### config.mk
export PLATFORM = sky130hd
export DESIGN_NAME = fetch_stage
export DESIGN_NICKNAME = d
export VERILOG_FILES = /design/src/rtl/rv32i_types.sv /design/src/rtl/fetch_skid_buf.sv /design/src/rtl/fetch_stage.sv
export SDC_FILE = /design/constraint.sdc
export NUM_CORES = 1
export LEC_CHECK = 0
export CORE_UTILIZATION = 30
export DETAILED_ROUTE_END_ITERATION = 8
export MAX_ROUTING_LAYER = met4
export PLACE_DENSITY = 0.54
export SLEW_MARGIN = 10
export SYNTH_ARGS = -nofsm -noshare
export SYNTH_HDL_FRONTEND = slang
export SYNTH_SLANG_ARGS = --single-unit
export TNS_END_PERCENT = 20
### constraint.sdc
create_clock -name clk -period 2.25 [get_ports clk]
set_input_delay 0.3375 -clock clk [delete_from_list [all_inputs] [get_ports clk]]
set_output_delay 0.3375 -clock clk [all_outputs]
set_load 0.05 [all_outputs]
### src/rtl/rv32i_types.sv
// rv32i_types: shared fetch-stage types (state encoding and the {inst, pc} packet).
package rv32i_types;
    typedef enum logic {FETCH_IDLE, FETCH_REQ} fetch_state_t;
    typedef struct packed {
        logic [31:0] inst;
        logic [31:0] pc;
    } fetch_pkt_t;
endpackage

### src/rtl/fetch_skid_buf.sv
// fetch_skid_buf: one-entry fetch_pkt_t holding buffer with valid/ready on both sides and a
// synchronous clear. Instantiated by fetch_stage only when FETCH_PREFETCH_EN is defined.
module fetch_skid_buf
    import rv32i_types::*;
(
    input  logic       clk,
    input  logic       rst,
    input  logic       clear,
    input  logic       in_valid,
    output logic       in_ready,
    input  fetch_pkt_t in_pkt,
    output logic       out_valid,
    input  logic       out_ready,
    output fetch_pkt_t out_pkt
);
    logic       valid_q, valid_d;
    fetch_pkt_t pkt_q, pkt_d;
    always_comb begin
        valid_d = clear ? 1'b0 : (in_valid && in_ready) ? 1'b1 : out_ready ? 1'b0 : valid_q;
        pkt_d   = (in_valid && in_ready) ? in_pkt : pkt_q;
    end
    always_ff @(posedge clk) begin
        if (!rst) begin
            valid_q <= 1'b0;
            pkt_q   <= '0;
        end else begin
            valid_q <= valid_d;
            pkt_q   <= pkt_d;
        end
    end
    assign in_ready  = !valid_q;
    assign out_valid = valid_q;
    assign out_pkt   = pkt_q;
endmodule

### src/rtl/fetch_stage.sv
// fetch_stage: PC owner and single-outstanding-request instruction fetch with redirect handling.
// FETCH_PREFETCH_EN adds a one-entry skid so the next request can overlap a stalled output.
module fetch_stage
    import rv32i_types::*;
#(
    parameter logic [31:0] RESET_PC = 32'h1eceb000
) (
    input  logic        clk,
    input  logic        rst,
    output logic [31:0] imem_addr,
    output logic [3:0]  imem_rmask,
    input  logic [31:0] imem_rdata,
    input  logic        imem_resp,
    output logic        fetch_valid,
    input  logic        fetch_ready,
    output logic [31:0] fetch_inst,
    output logic [31:0] fetch_pc,
    input  logic        flush,
    input  logic [31:0] redirect_pc
);
    fetch_state_t state_q, state_d;
    logic [31:0]  pc_q, pc_d, req_addr_q, req_addr_d;
    logic         drop_q, drop_d, out_valid_q, out_valid_d;
    fetch_pkt_t   out_q, out_d, resp_pkt, skid_pkt;
    logic         xfer, resp_ok, slot_free, skid_valid;
    // A flush cancels any same-cycle handshake, so it never counts as a transfer.
    assign xfer     = out_valid_q && fetch_ready && !flush;
    assign resp_ok  = state_q == FETCH_REQ && imem_resp && !drop_q && !flush;
    assign resp_pkt = '{inst: imem_rdata, pc: req_addr_q};
`ifdef FETCH_PREFETCH_EN
    logic skid_ready;
    fetch_skid_buf u_skid (
        .clk       (clk),
        .rst       (rst),
        .clear     (flush),
        .in_valid  (resp_ok && out_valid_q && !xfer),
        .in_ready  (skid_ready),
        .in_pkt    (resp_pkt),
        .out_valid (skid_valid),
        .out_ready (xfer),
        .out_pkt   (skid_pkt)
    );
    assign slot_free = skid_ready;
`else
    assign skid_valid = 1'b0;
    assign skid_pkt   = '0;
    assign slot_free  = !out_valid_q || xfer;
`endif
    always_comb begin
        state_d     = state_q;
        pc_d        = flush ? (redirect_pc & ~32'h3) : pc_q;
        req_addr_d  = req_addr_q;
        drop_d      = drop_q;
        out_valid_d = out_valid_q;
        out_d       = out_q;
        if (state_q == FETCH_IDLE) begin
            if (!flush && slot_free) begin
                state_d    = FETCH_REQ;
                req_addr_d = pc_q;
            end
        end else if (imem_resp) begin
            state_d = FETCH_IDLE;
            drop_d  = 1'b0;
            if (resp_ok)
                pc_d = pc_q + 32'd4;
        end else if (flush) begin
            drop_d = 1'b1;
        end
        if (flush) begin
            out_valid_d = 1'b0;
        end else if (xfer) begin
            out_valid_d = skid_valid || resp_ok;
            out_d       = skid_valid ? skid_pkt : resp_ok ? resp_pkt : out_q;
        end else if (!out_valid_q && resp_ok) begin
            out_valid_d = 1'b1;
            out_d       = resp_pkt;
        end
    end
    always_ff @(posedge clk) begin
        if (!rst) begin
            state_q     <= FETCH_IDLE;
            pc_q        <= RESET_PC;
            req_addr_q  <= RESET_PC;
            drop_q      <= 1'b0;
            out_valid_q <= 1'b0;
            out_q       <= '0;
        end else begin
            state_q     <= state_d;
            pc_q        <= pc_d;
            req_addr_q  <= req_addr_d;
            drop_q      <= drop_d;
            out_valid_q <= out_valid_d;
            out_q       <= out_d;
        end
    end
    assign imem_addr   = req_addr_q;
    assign imem_rmask  = (state_q == FETCH_REQ) ? 4'hF : 4'h0;
    assign fetch_valid = out_valid_q;
    assign fetch_inst  = out_q.inst;
    assign fetch_pc    = out_q.pc;
endmodule

# Word-level counts from Yosys, hierarchy flattened
# Index checks and enable logic that the tools add are counted.
# op_classes
mul	0
n_addsub	1
bitwise_logic	3
eq_ne	1
n_div	0
n_reduce_logical	17
n_mux	15
order_cmp	0
n_shift	0
# ops
cell	count
$mux 64	3
$mux 32	4
$add 32x3->32 const B	1
$logic_and 1x1->1	7
$mux 1	7
$mux 4	1
$reduce_and 2->1	2
$reduce_bool 2->1	2
$logic_not 1->1	3
$not 1->1	3
$reduce_and 3->1	1
$ne 2x1->1 const B	1
$reduce_or 2->1	1
$logic_or 1x1->1	1
# totals
output_inout_bits	101
regBits	131
n_memories	0
wordCells	44
ramBits	0
rom_bits	0
inputBits	69
latchBits	0

# Longest topological paths before layout
# Gate-level depths: netlist (run 1).
# logic_depth
depth_word	6
mapped_depth	7
ltp_nobuf	5

# Worst setup path after synthesis (run 1)
# No wires, ideal clock.
# synth_path
kind	register -> register
start	register state_q
end	register pc_q[21]
path_buffers	1
path_stages_with_launch	6
arrival_ps	1849
path_slack_ps	279
period_less_slack_ps	1971
required_ps	2128
cell_sequence	dfxtp_1 buf_2 nand3b_1 nor4_2 a21boi_0 o311a_1
# synth_between
elab_chain_cells	6
# synth_rtl
element	line_no	rtl
start: declaration	fetch_stage.sv:21	fetch_state_t state_q, state_d;
start signal: assignment	fetch_stage.sv:88	state_q <= state_d;
$logic_and 1x1->1 (3 in a row)	fetch_stage.sv:28	assign resp_ok = state_q == FETCH_REQ && imem_resp && !drop_q && !flush;
$mux 32	fetch_stage.sv:64	if (resp_ok)
$mux 32	fetch_stage.sv:61	end else if (imem_resp) begin
$mux 32 (*)	fetch_stage.sv:56	if (state_q == FETCH_IDLE) begin
end signal: assignment	fetch_stage.sv:89	pc_q <= pc_d;
end: declaration	fetch_stage.sv:22	logic [31:0] pc_q, pc_d, req_addr_q, req_addr_d;
# Mark *: on every way between the ends. The rest lies on a longest branch, timed or not.
# A chain may end at the register's enable or synchronous reset.

# Worst setup path in the final report (run 1)
# layout_path
start	register pc_q[8]
end	register pc_q[17]
# layout_between
elab_chain_cells	4
# layout_rtl
element	line_no	rtl
$add 32x3->32	fetch_stage.sv:65	pc_d = pc_q + 32'd4;
$mux 32	fetch_stage.sv:64	
$mux 32	fetch_stage.sv:61	
$mux 32	fetch_stage.sv:56	
# No other way between the ends.

==> flow_metrics.tcl, run 1 <==
set metrics [dict create \
    nNetsFinal 896 \
    ys_seq_area_frac 0.493 \
    drcViolationCount 0 \
    worst_pin_slew_ps 550 \
    die_y_um 135 \
    final_common_cell "nand2_1" \
    ff2ff_path_depth 4 \
    post-dp-hpwl_um 11000 \
    dp_cells 1032 \
    crit_path_max_fanout 24 \
    synth_seq_cells 131 \
    synthTopCellsByArea "dfxtp_1 49%, nand2_1 14%, a21oi_1 8.4%" \
    wire_per_inst_um 15.2 \
    slowest_delay_ps 680 \
    slew_violations 0 \
    synth_cells 670 \
    setup_viol 0 \
    io_pins 170 \
    htreeDepth 4 \
    grt_pass1_vias 4915 \
    via_per_inst 4.98 \
    routed_wl_um 16200 \
    rsz0062_at_grt "no" \
    synth_top_cell_area_share 0.493 \
    antenna_left 0 \
    cts_tree "yes" \
    path_class "reg -> reg" \
    clock_tree.buffer_depth 2 \
    max_freq_ghz 0.482 \
    final.period_utilization 0.922 \
    diodes 0 \
    final_hold_viol_count 0 \
    grt_start_max_net_pins 112 \
    fin_area_um2 7990 \
    final_cell_mix "204 x nand2_1, 163 x clkdlybuf4s50_1, 131 x dfxtp_1" \
    ys.flop_type "dfxtp_1" \
    initial_core_util 0.308 \
    cp-endpoint "pc_q[17]$_SDFF_PN1_" \
    instances_no_fill 1064 \
    cts_num_sinks 131 \
    port_buffers 167 \
    antenna_found_initial 0 \
    clk_pin_slew_ps 60 \
    final_layout_size_suffix_gt1_frac 0.0834 \
    startpoint "pc_q[8]$_SDFF_PN0_" \
    drtPass1Iterations 5 \
    critPathSlowestCell "or4_4" \
    r2r-end "pc_q[17]$_SDFF_PN1_" \
    layout_setup_ws_ps 176 \
    area_delta_synth_final_pct 50.2 \
    drt_iter0_drc 259 \
    die_w_um 135 \
    critPathCaptureType "flip-flop" \
    start_kind "flip-flop" \
    gp_congestion 0.802 \
    hold_path_class "reg -> reg" \
    synth_edf_count 0 \
    worstReg2RegStart "pc_q[8]$_SDFF_PN0_" \
    insertion_delay_ps 420 \
    grt_overflow_total 0 \
    ir_worst_vdd_mv 0.541 \
    slew-limit-headroom 0.632 \
    yosysWarnings 0 \
    dieArea_um2 18300 \
    async_reset_ff_frac 0 \
    postCtsHoldBufs 0 \
    r2r_slack_ps 180 \
    cts_buffers 17 \
    worstPathRequired_ps 2560 \
    cts-root-buf "clkbuf_16" \
    synth_top_area_cell "dfxtp_1" \
    grt_pass1_wl_um 25500 \
    leakagePower_nw 2.80 \
    synth_area_um2 5320 \
    synth.net_count 740 \
    synth.distinct_cells 52 \
    avgSynthCellArea_um2 7.94 \
    place_area_um2 7340 \
    outcome "completed" \
    critical_path.cell_chain "nand4_2 > or4_4 > or4_1 > o311a_1" \
    drv_cap 0 \
    core_area_um2 17300 \
    power_density_nw_per_um2 797 \
    pre_cts_slack_ps -56.6 \
    cp.arrival_ps 2380 \
    vias 5295 \
    finClkSkew_ps 13.4 \
    fin_util 0.462 \
    fin_crit_ps 2070 \
    rows 48 \
    grt_usage 0.184 \
    total_power_mw 6.37 \
]
power by group:
group | total [mW] | leakage [nW] | switching (mW) | internal (mW)
clock network | 3.08 | 0.309 | 1.05 | 2.03
logic | 0.791 | 1.42 | 0.468 | 0.322
registers | 2.51 | 1.07 | 0.0928 | 2.41
total | 6.37 | 2.80 | 1.61 | 4.76
layout make-up:
class                   count  area [µm²]
multi-input cells         473        2440
well taps                 225         282
inverters                   9        35.0
flip-flops and latches    131        2620
clock buffers              20         457
repair buffers            194        1960
clock inverters            12         203
fillers                  1687        9300
worst max-delay path: cells and delay by family, from the launching register on:
kind	cells	cell delay [ps]
simple gates	3	1390
flops	1	450
compound gates	1	120
logic make-up after synthesis:
group | Yosys count | synth area share
buffers and inverters | 66 | 0.0513
AOI/OAI and AO/OA | 142 | 0.163
and+or+nand+nor | 320 | 0.274
muxes | 1 | 0.00188
xor gates and xnor gates | 9 | 0.0148
adders and majority gates | 1 | 0.00235
DFF | 131 | 0.493
registers in the layout, indices dropped and copies added, names as in the netlist:
| signal | cells |
|---|---|
| fetch_inst | 32 |
| fetch_pc | 32 |
| imem_addr | 32 |
| pc_q | 32 |
| drop_q | 1 |
| fetch_valid | 1 |
| state_q | 1 |
metal layers:
metal  wire (µm)  part of all wire  track usage  vias up
li1            -                 -            -     2635
met3         897             0.055       0.0423       10
met1        7720              0.48        0.240     2475
met5           0                 0            -        -
met4         153            0.0095       0.0668        0
met2        7400              0.46        0.277      175
metrics by stage:
step | setup TNS, ps | hold WS, ps
after global routing | 0 | 468
after detailed placement | -79.8 | 447
after floorplan | 0 | 427
final | 0 | 453
after CTS | 0 | 447
after global placement | 0 | 442
cell usage after synthesis (3+ instances only):
cell / count
o311a_1: 7
nand3_1: 27
nor4_1: 7
and3_1: 4
a21oi_1: 89
nor2_1: 18
xnor2_1: 8
inv_1: 9
nor3_1: 14
o31ai_1: 4
a211oi_1: 6
o311ai_0: 5
nand2_1: 204
nand4_1: 8
or4_1: 9
clkbuf_1: 46
buf_1: 4
dfxtp_1: 131
or3_1: 7
a31oi_1: 6
o21ai_0: 8
nor2b_1: 3
a311oi_1: 4
buf_4: 4
worst min-delay path by stage:
stage          cells after the start                           to  slack [ps]                         from
2_1_floorplan                      2    imem_addr[0]$_SDFFE_PN0P_         430         pc_q[0]$_SDFFE_PN0P_
6_report                           2    fetch_pc[19]$_SDFFE_PN0P_         450    fetch_pc[19]$_SDFFE_PN0P_
3_5_place_dp                       2  fetch_inst[26]$_SDFFE_PN0P_         450  fetch_inst[26]$_SDFFE_PN0P_
4_1_cts                            3  fetch_inst[24]$_SDFFE_PN0P_         450               imem_rdata[24]
3_3_place_gp                       2    fetch_pc[10]$_SDFFE_PN0P_         440    fetch_pc[10]$_SDFFE_PN0P_
5_1_grt                            2  fetch_inst[21]$_SDFFE_PN0P_         470  fetch_inst[21]$_SDFFE_PN0P_
timing repair:
item	CTS	global route
setup buffers	0	0
endpoints found under the setup margin	4	0
hold endpoints to repair	0	0
gates resized for setup	4	0
Power figures use the tool's default switching activity.
==> run 2, diff against run 1 <==
--- a/config.mk
+++ b/config.mk
@@ -8,7 +8,7 @@
 export CORE_UTILIZATION = 30
 export DETAILED_ROUTE_END_ITERATION = 8
 export MAX_ROUTING_LAYER = met4
-export PLACE_DENSITY = 0.54
+export PLACE_DENSITY = 0.61
 export SLEW_MARGIN = 10
 export SYNTH_ARGS = -nofsm -noshare
 export SYNTH_HDL_FRONTEND = slang
==> run 2 against run 1 <==
Power fell by 1.3%. Routed wire length is 3.1% lower. Count of clock-buffer cells in the layout rose by 1. Via count decreased by 2.0%. Die area is the same. Critical path depth shrank 2. Maximum frequency fell by 2.4%. Largest cell class unchanged. Highest routed layer unchanged.
==> flow_metrics.tcl, run 2 (synthesis gave the netlist of run 1 again) <==
set metrics [dict create \
    slew-limit-headroom 0.613 \
    layout_setup_ws_ps 125 \
    worstHoldEndpoint "fetch_inst[23]$_SDFFE_PN0P_" \
    slew_violations 0 \
    max_freq_ghz 0.471 \
    leakagePower_nw 2.79 \
    drv_cap 0 \
    nNetsFinal 899 \
    final_cell_mix "204 x nand2_1, 167 x clkdlybuf4s50_1, 131 x dfxtp_1" \
    ff2ff_path_depth 4 \
    io_pins 170 \
    start_kind "flip-flop" \
    finClkSkew_ps 8.83 \
    htreeDepth 4 \
    rows 48 \
    drt_iter0_drc 296 \
    die_y_um 135 \
    wire_per_inst_um 14.7 \
    power_density_nw_per_um2 786 \
    die_w_um 135 \
    critPathCaptureType "output port" \
    crit_path_max_fanout 9 \
    pre_cts_slack_ps 18.5 \
    grt_overflow_total 0 \
    slowest_delay_ps 810 \
    hold_path_class "reg -> reg" \
    critical_path.cell_chain "buf_4 > clkdlybuf4s50_1" \
    place_area_um2 7360 \
    cts_buffers 17 \
    diodes 0 \
    post-dp-hpwl_um 10500 \
    worstPathRequired_ps 1910 \
    cp.arrival_ps 1790 \
    drtPass1Iterations 4 \
    fin_crit_ps 2120 \
    grt_usage 0.178 \
    final_hold_viol_count 0 \
    antenna_left 0 \
    postCtsSetupRepairBufs 0 \
    path_class "reg -> out" \
    fin_area_um2 8010 \
    grt_pass1_vias 4729 \
    port_buffers 167 \
    grt_start_max_net_pins 65 \
    instances_no_fill 1067 \
    insertion_delay_ps 410 \
    cts_num_sinks 131 \
    gp_congestion 0.760 \
    ctsResizeCount 0 \
    cts_tree "yes" \
    dieArea_um2 18300 \
    clk_pin_slew_ps 60 \
    core_area_um2 17300 \
    outcome "completed" \
    final_common_cell "nand2_1" \
    critPathSlowestCell "clkdlybuf4s50_1" \
    area_delta_synth_final_pct 50.5 \
    vias 5189 \
    worstReg2RegStart "pc_q[10]$_SDFF_PN0_" \
    min_path_cells 2 \
    final_layout_size_suffix_gt1_frac 0.0867 \
    postCtsHoldBufs 0 \
    hp-start "fetch_inst[23]$_SDFFE_PN0P_" \
    via_per_inst 4.86 \
    routed_wl_um 15700 \
    r2r_slack_ps 240 \
    initial_core_util 0.308 \
    r2r-end "pc_q[19]$_SDFF_PN1_" \
    grt_pass1_wl_um 24700 \
    cp_top_family "buffers and inverters" \
    ir_worst_vdd_mv 0.525 \
    cp_num_buf_inv 2 \
    clock_tree.buffer_depth 2 \
    worst_pin_slew_ps 575 \
    antenna_found_initial 0 \
    cts-root-buf "clkbuf_16" \
    drcViolationCount 0 \
    final.period_utilization 0.944 \
    dp_cells 1035 \
    fin_util 0.463 \
    setup_viol 0 \
    finalSetupTns_ps 0 \
    rsz0062_at_grt "no" \
]
==> run 2: changes by cell type in the layout (fill, tap and decap cells not counted) <==
cell | previous run | this run
buf_4 | 20 | 23
clkdlybuf4s50_1 | 163 | 167
bufinv_16 | 5 | 4
dlygate4sd2_1 | 4 | 0
clkinvlp_4 | 4 | 5
clkbuf_8 | 2 | 3
clkinv_2 | 2 | 1
==> run 2: stage by stage <==
step	hold slack, ps	total power [mW]
6_report	452	6.29
2_1_floorplan	427	2.99
5_1_grt	458	6.54
3_5_place_dp	446	3.36
4_1_cts	450	6.37
3_3_place_gp	441	3.35
==> run 2: worst register-to-register path, stage by stage (launching register included) <==
cell and delay, ps:
dfxtp_1 410, nand4_2 140, or4_4 680, or4_1 580, o311a_1 120
==> run 2: final cells by class <==
class,instances,area [µm²]
inverter,9,35.0
clock inverter,11,175
tap,225,282
multi-input combinational,473,2440
clock buffer,21,470
fill,1739,9290
sequential,131,2620
timing repair buffer,197,1980
==> run 2: per-layer routing <==
layer	GRT usage	routed length [µm]	vias up
li1	-	-	2636
met1	0.240	7760	2391
met2	0.261	6880	148
met3	0.0397	880	14
met4	0.0574	152	0
met5	-	0	-
==> run 2: how the worst max path moves through the flow <==
stage / startpoint / end / slack, ps / depth (start not counted)
global placement: imem_resp / fetch_inst[14]$_SDFFE_PN0P_ / 40 / 6
finish: state_q$_SDFF_PN0_ / imem_rmask[3] / 130 / 2
detailed placement: imem_resp / fetch_inst[22]$_SDFFE_PN0P_ / 20 / 6
CTS: state_q$_SDFF_PN0_ / imem_rmask[3] / 100 / 2
floorplan: state_q$_SDFF_PN0_ / pc_q[21]$_SDFF_PN0_ / 280 / 5
global route: state_q$_SDFF_PN0_ / imem_rmask[0] / 60 / 2
==> run 2: power breakdown <==
group / total, mW / internal [mW] / leakage (nW) / switching (mW)
Combinational: 0.804 / 0.331 / 1.42 / 0.473
Clock: 2.99 / 1.95 / 0.298 / 1.04
Sequential: 2.50 / 2.41 / 1.07 / 0.0871
Total: 6.29 / 4.69 / 2.79 / 1.60
==> RTL edit 1: new RTL, config.mk and constraints of run 1 <==
Change the parameter `RESET_PC` from 32'h1eceb000 to 32'h171b0400.
--- a/src/rtl/fetch_stage.sv
+++ b/src/rtl/fetch_stage.sv
@@ -4,5 +4,5 @@
     import rv32i_types::*;
 #(
-    parameter logic [31:0] RESET_PC = 32'h1eceb000
+    parameter logic [31:0] RESET_PC = 32'h171b0400
 ) (
     input  logic        clk,
Behaviour: not the same (Yosys sat finds a counterexample within 4 cycles, from zero or initial values and one cycle with rst low).
==> RTL edit 1 against run 1 <==
Routed wire length rose by 1.5%; via count rose by 0.21%; worst setup slack improved by 0.083 ns; design area rose by 1.3%; sequential cell count did not move; count of clock-buffer cells in the layout fell by 1; non-clock buffer count rose by 12; area after synthesis fell by 0.12%; sequential share of layout area fell by 0.41 points; power rose by 3.1%; critical endpoint is now pc_q[18].
==> RTL edit 1: results (changes against run 1) <==
| Metric | Value |
|---|---|
| Arrival time at the worst endpoint | 2.34 ns (was 2.38 ns) |
| Worst R2R End | pc_q[18] (was pc_q[17]) |
| Via count | 5306 (was 5295) |
| Status | finished clean (unchanged) |
| Vias in the first global route | 5008 (was 4915) |
| Avg Vias per Cell | 4.89 (was 4.98) |
| GRT Util Overall | 18.8% (was 18.4%) |
| Crit path max fanout | 6 (was 24) |
| Final HPWL DP | 11900 microns (was 11000 microns) |
| Worst setup path startpoint | pc_q[2] (was pc_q[8]) |
| Final setup skew | 0.00481 ns (was 0.0134 ns) |
| Sequential power | 2500 uW (was 2510 uW) |
| Syn Nets | 744 (was 740) |
| Largest net degree at the start of global routing | 65 (was 112) |
| Pint | 4980 uW (was 4760 uW) |
| Hold Crit Start | pc_q[0] (was fetch_pc[19]) |
| Least-Margin Pin Slew | 0.545 ns (was 0.550 ns) |
| Worst R2R Setup Slack | 0.26 ns (was 0.18 ns) |
| Global-route wire length before repair | 25900 microns (was 25500 microns) |
| Share of cells above drive strength 1 | 10.0% (was 8.34%) |
| Cell count after placement | 1053 (was 1032) |
| DRT iter0 DRCs | 278 (was 259) |
| Crit path largest cell delay | 0.66 ns (was 0.68 ns) |
| Clk pwr share | 50.2% (was 48.3%) |
| RePlAce Congestion | 0.830 (was 0.802) |
| Slowest CP cell | or4_1 (was or4_4) |
| Yosys cell types | 54 (was 52) |
| Post-synthesis sequential area ratio | 49.4% (was 49.3%) |
| Cells after synthesis | 674 (was 670) |
| VDD IR max | 0.566 mV (was 0.541 mV) |
| Dpl cell area | 7390 sq um (was 7340 sq um) |
| Worst Hold End | imem_addr[0] (was fetch_pc[19]) |
-- RTL edit 1: cell count changes in the layout (fill, tap and decap cells not counted), moves of 4 or more --
cell      before  now
o31ai_1        4    0
o21ai_0        8   16
nand3_1       27   22
buf_4         20   36
buf_12         7    3
a21oi_1       89   98
or4_1          9    4
o311ai_0       5    0
o311a_1        7    2
nor3_1        13   19
-- RTL edit 1: metal layers --
| metal | routed length [microns] | track usage [%] |
|---|---|---|
| met5 | 0 | - |
| met4 | 273 | 7.49 |
| met3 | 736 | 3.75 |
| met2 | 7610 | 28.5 |
| met1 | 7780 | 24.4 |
-- RTL edit 1: area by class of cell --
| class | instances | area [sq um] | area share, % |
|---|---|---|---|
| clock inverters | 13 | 253 | 3.12 |
| repair buffers | 206 | 2000 | 24.7 |
| inverters | 8 | 31.3 | 0.386 |
| flip-flops and latches | 131 | 2620 | 32.4 |
| clock buffers | 19 | 453 | 5.60 |
| multi-input cells | 483 | 2460 | 30.3 |
| well taps | 225 | 282 | 3.48 |
-- RTL edit 1: how the worst max path moves through the flow --
stage | depth (start not counted) | slack (ns) | to
CTS | 1 | 0.25 | imem_addr[10]
floorplan | 6 | 0.26 | pc_q[18]
global placement | 6 | -0.10 | pc_q[20]
global route | 6 | 0.18 | pc_q[20]
detailed placement | 6 | -0.10 | pc_q[20]
finish | 5 | 0.26 | pc_q[18]
-- RTL edit 1: logic make-up (layout without fill, tap and decap cells) --
kind of cell / Yosys count / after routing / share of synthesized area (%)
mux: 3 / 3 / 0.565
flops: 131 / 131 / 49.4
simple gates: 323 / 323 / 27.9
buf+inv: 60 / 246 / 4.66
compound gates: 145 / 145 / 15.5
fa+ha+maj: 1 / 1 / 0.235
xor+xnor: 11 / 11 / 1.81
==> RTL edit 2: new RTL, config.mk and constraints of run 1 <==
Made on the original files. Make the reset (`rst`) asynchronous in one clocked block.
--- a/src/rtl/fetch_stage.sv
+++ b/src/rtl/fetch_stage.sv
@@ -77,5 +77,5 @@
         end
     end
-    always_ff @(posedge clk) begin
+    always_ff @(posedge clk or negedge rst) begin
         if (!rst) begin
             state_q     <= FETCH_IDLE;
Check against the original RTL: differs if rst is asserted again (counterexample within 4 cycles, from zero or initial values and one cycle with rst low); with rst held inactive, the same outputs for 4 cycles.
==> RTL edit 2 against run 1 <==
Sequential cell count is the same; design area grew 2.9%; global-route usage shrank 3.2 points; worst setup slack lost 0.085 ns; routed wire length shrank 17%; area after synthesis grew 4.2%; critical endpoint is now imem_rmask[2].
Power is not compared: it rests on default switching activity, and its combinational part moved more than twofold at a synthesized area within 25%.
==> RTL edit 2: results (changes against run 1) <==
| Metric | Value |
|---|---|
| Status | finished clean (unchanged) |
| Via count | 3973 (was 5295) |
| Largest net degree at the start of global routing | 57 (was 112) |
| Final setup skew | 0.00608 ns (was 0.0134 ns) |
| # resized after CTS | 0 (was 4) |
| Cells after synthesis | 423 (was 670) |
| First drt pass iteration count | 4 (was 5) |
| Worst setup path startpoint | state_q (was pc_q[8]) |
| Pre-CTS setup slack | -0.184 ns (was -0.0566 ns) |
| Arrival time at the worst endpoint | 1.82 ns (was 2.38 ns) |
| Final wirelength | 13400 microns (was 16200 microns) |
| Worst R2R End | pc_q[24] (was pc_q[17]) |
| Crit path largest cell delay | 0.83 ns (was 0.68 ns) |
| Crit path kind | reg2out (was reg2reg) |
| Reg clk slew, reported paths | 0.06 ns (about the same) |
| Share of cells above drive strength 1 | 29.3% (was 8.34%) |
| DRT iter0 DRCs | 163 (was 259) |
| Final instance area | 8220 sq um (was 7990 sq um) |
| Fill cells | 1679 (was 1687) |
| Met3 Usage GRT | 3.95% (was 4.23%) |
| Least-Margin Pin Slew | 0.537 ns (was 0.550 ns) |
| RePlAce Congestion | 0.772 (was 0.802) |
| Global-route wire length before repair | 21200 microns (was 25500 microns) |
| GRT Util Overall | 15.2% (was 18.4%) |
| Vias in the first global route | 4045 (was 4915) |
| Met3 WL | 775 microns (was 897 microns) |
| Post-synthesis sequential area ratio | 59.7% (was 49.3%) |
| Main flop type after synthesis | dfrtp_1 (was dfxtp_1) |
| GR Util met1 | 19.6% (was 24.0%) |
| Crit path max fanout | 11 (was 24) |
| Met2 Use GR | 22.9% (was 27.7%) |
| Asr flop ratio synth | 100% (was 0%) |
| Post-CTS Hold Buffers | 1 (was 0) |
| Routed wl met2 | 6240 microns (was 7400 microns) |
| Synth area leaders | dfrtp_1, mux2_2, dfstp_2, o21ai_0, nand2_1 (was dfxtp_1, nand2_1, a21oi_1, clkbuf_1, nand3_1) |
| Hold Slack | 0.456 ns (was 0.453 ns) |
| Drt wl/cell | 15.7 microns (was 15.2 microns) |
| Worst r2r src | pc_q[13] (was pc_q[8]) |
| Worst Setup EP | imem_rmask[2] (was pc_q[17]) |
| Final period utilization | 96.0% (was 92.2%) |
| Worst R2R Setup Slack | 0.12 ns (was 0.18 ns) |
| Syn Nets | 493 (was 740) |
| Reg2reg path depth | 4 (unchanged) |
| Nets | 682 (was 896) |
| Commonest cells in the synthesized netlist | dfrtp_1, mux2_2, dfstp_2 (was nand2_1, dfxtp_1, a21oi_1) |
| Cell count after placement | 821 (was 1032) |
| Yosys cell types | 38 (was 52) |
| Slowest CP cell | clkdlybuf4s50_1 (was or4_4) |
| Min-Delay Path Class | in2async (was reg2reg) |
| Dpl cell area | 7610 sq um (was 7340 sq um) |
| Met1 wire length | 6240 microns (was 7720 microns) |
| VDD IR max | 0.869 mV |
## RTL edit 2: cell count changes after synthesis, sizes merged, moves of 15 or more
| cell | change |
|---|---|
| nand2 | -182 |
| dfxtp | -131 |
| dfstp | +24 |
| clkbuf | -35 |
| a21oi | -85 |
| dfrtp | +107 |
| nand3 | -15 |
| mux2 | +97 |
## RTL edit 2: worst max-delay path, delay by kind of cell, from the launching register on
kind	cells	cell delay, ns
buf+inv	2	1.02
flops	1	0.38
## RTL edit 2: kinds of logic after synthesis
group	synth area share (%)
DFF	59.7
and+or+nand+nor	10.7
muxes	19.9
AOI/OAI and AO/OA	4.99
buffers and inverters	2.50
xor gates and xnor gates	2.05
adders and majority gates	0.226
## RTL edit 2: layout make-up
| class | instances | share of cell area [%] |
|---|---|---|
| clock buffers | 22 | 5.77 |
| flip-flops and latches | 131 | 40.2 |
| well taps | 229 | 3.49 |
| multi-input cells | 262 | 25.7 |
| inverters | 6 | 0.274 |
| clock inverters | 10 | 1.58 |
| repair buffers | 194 | 23.0 |
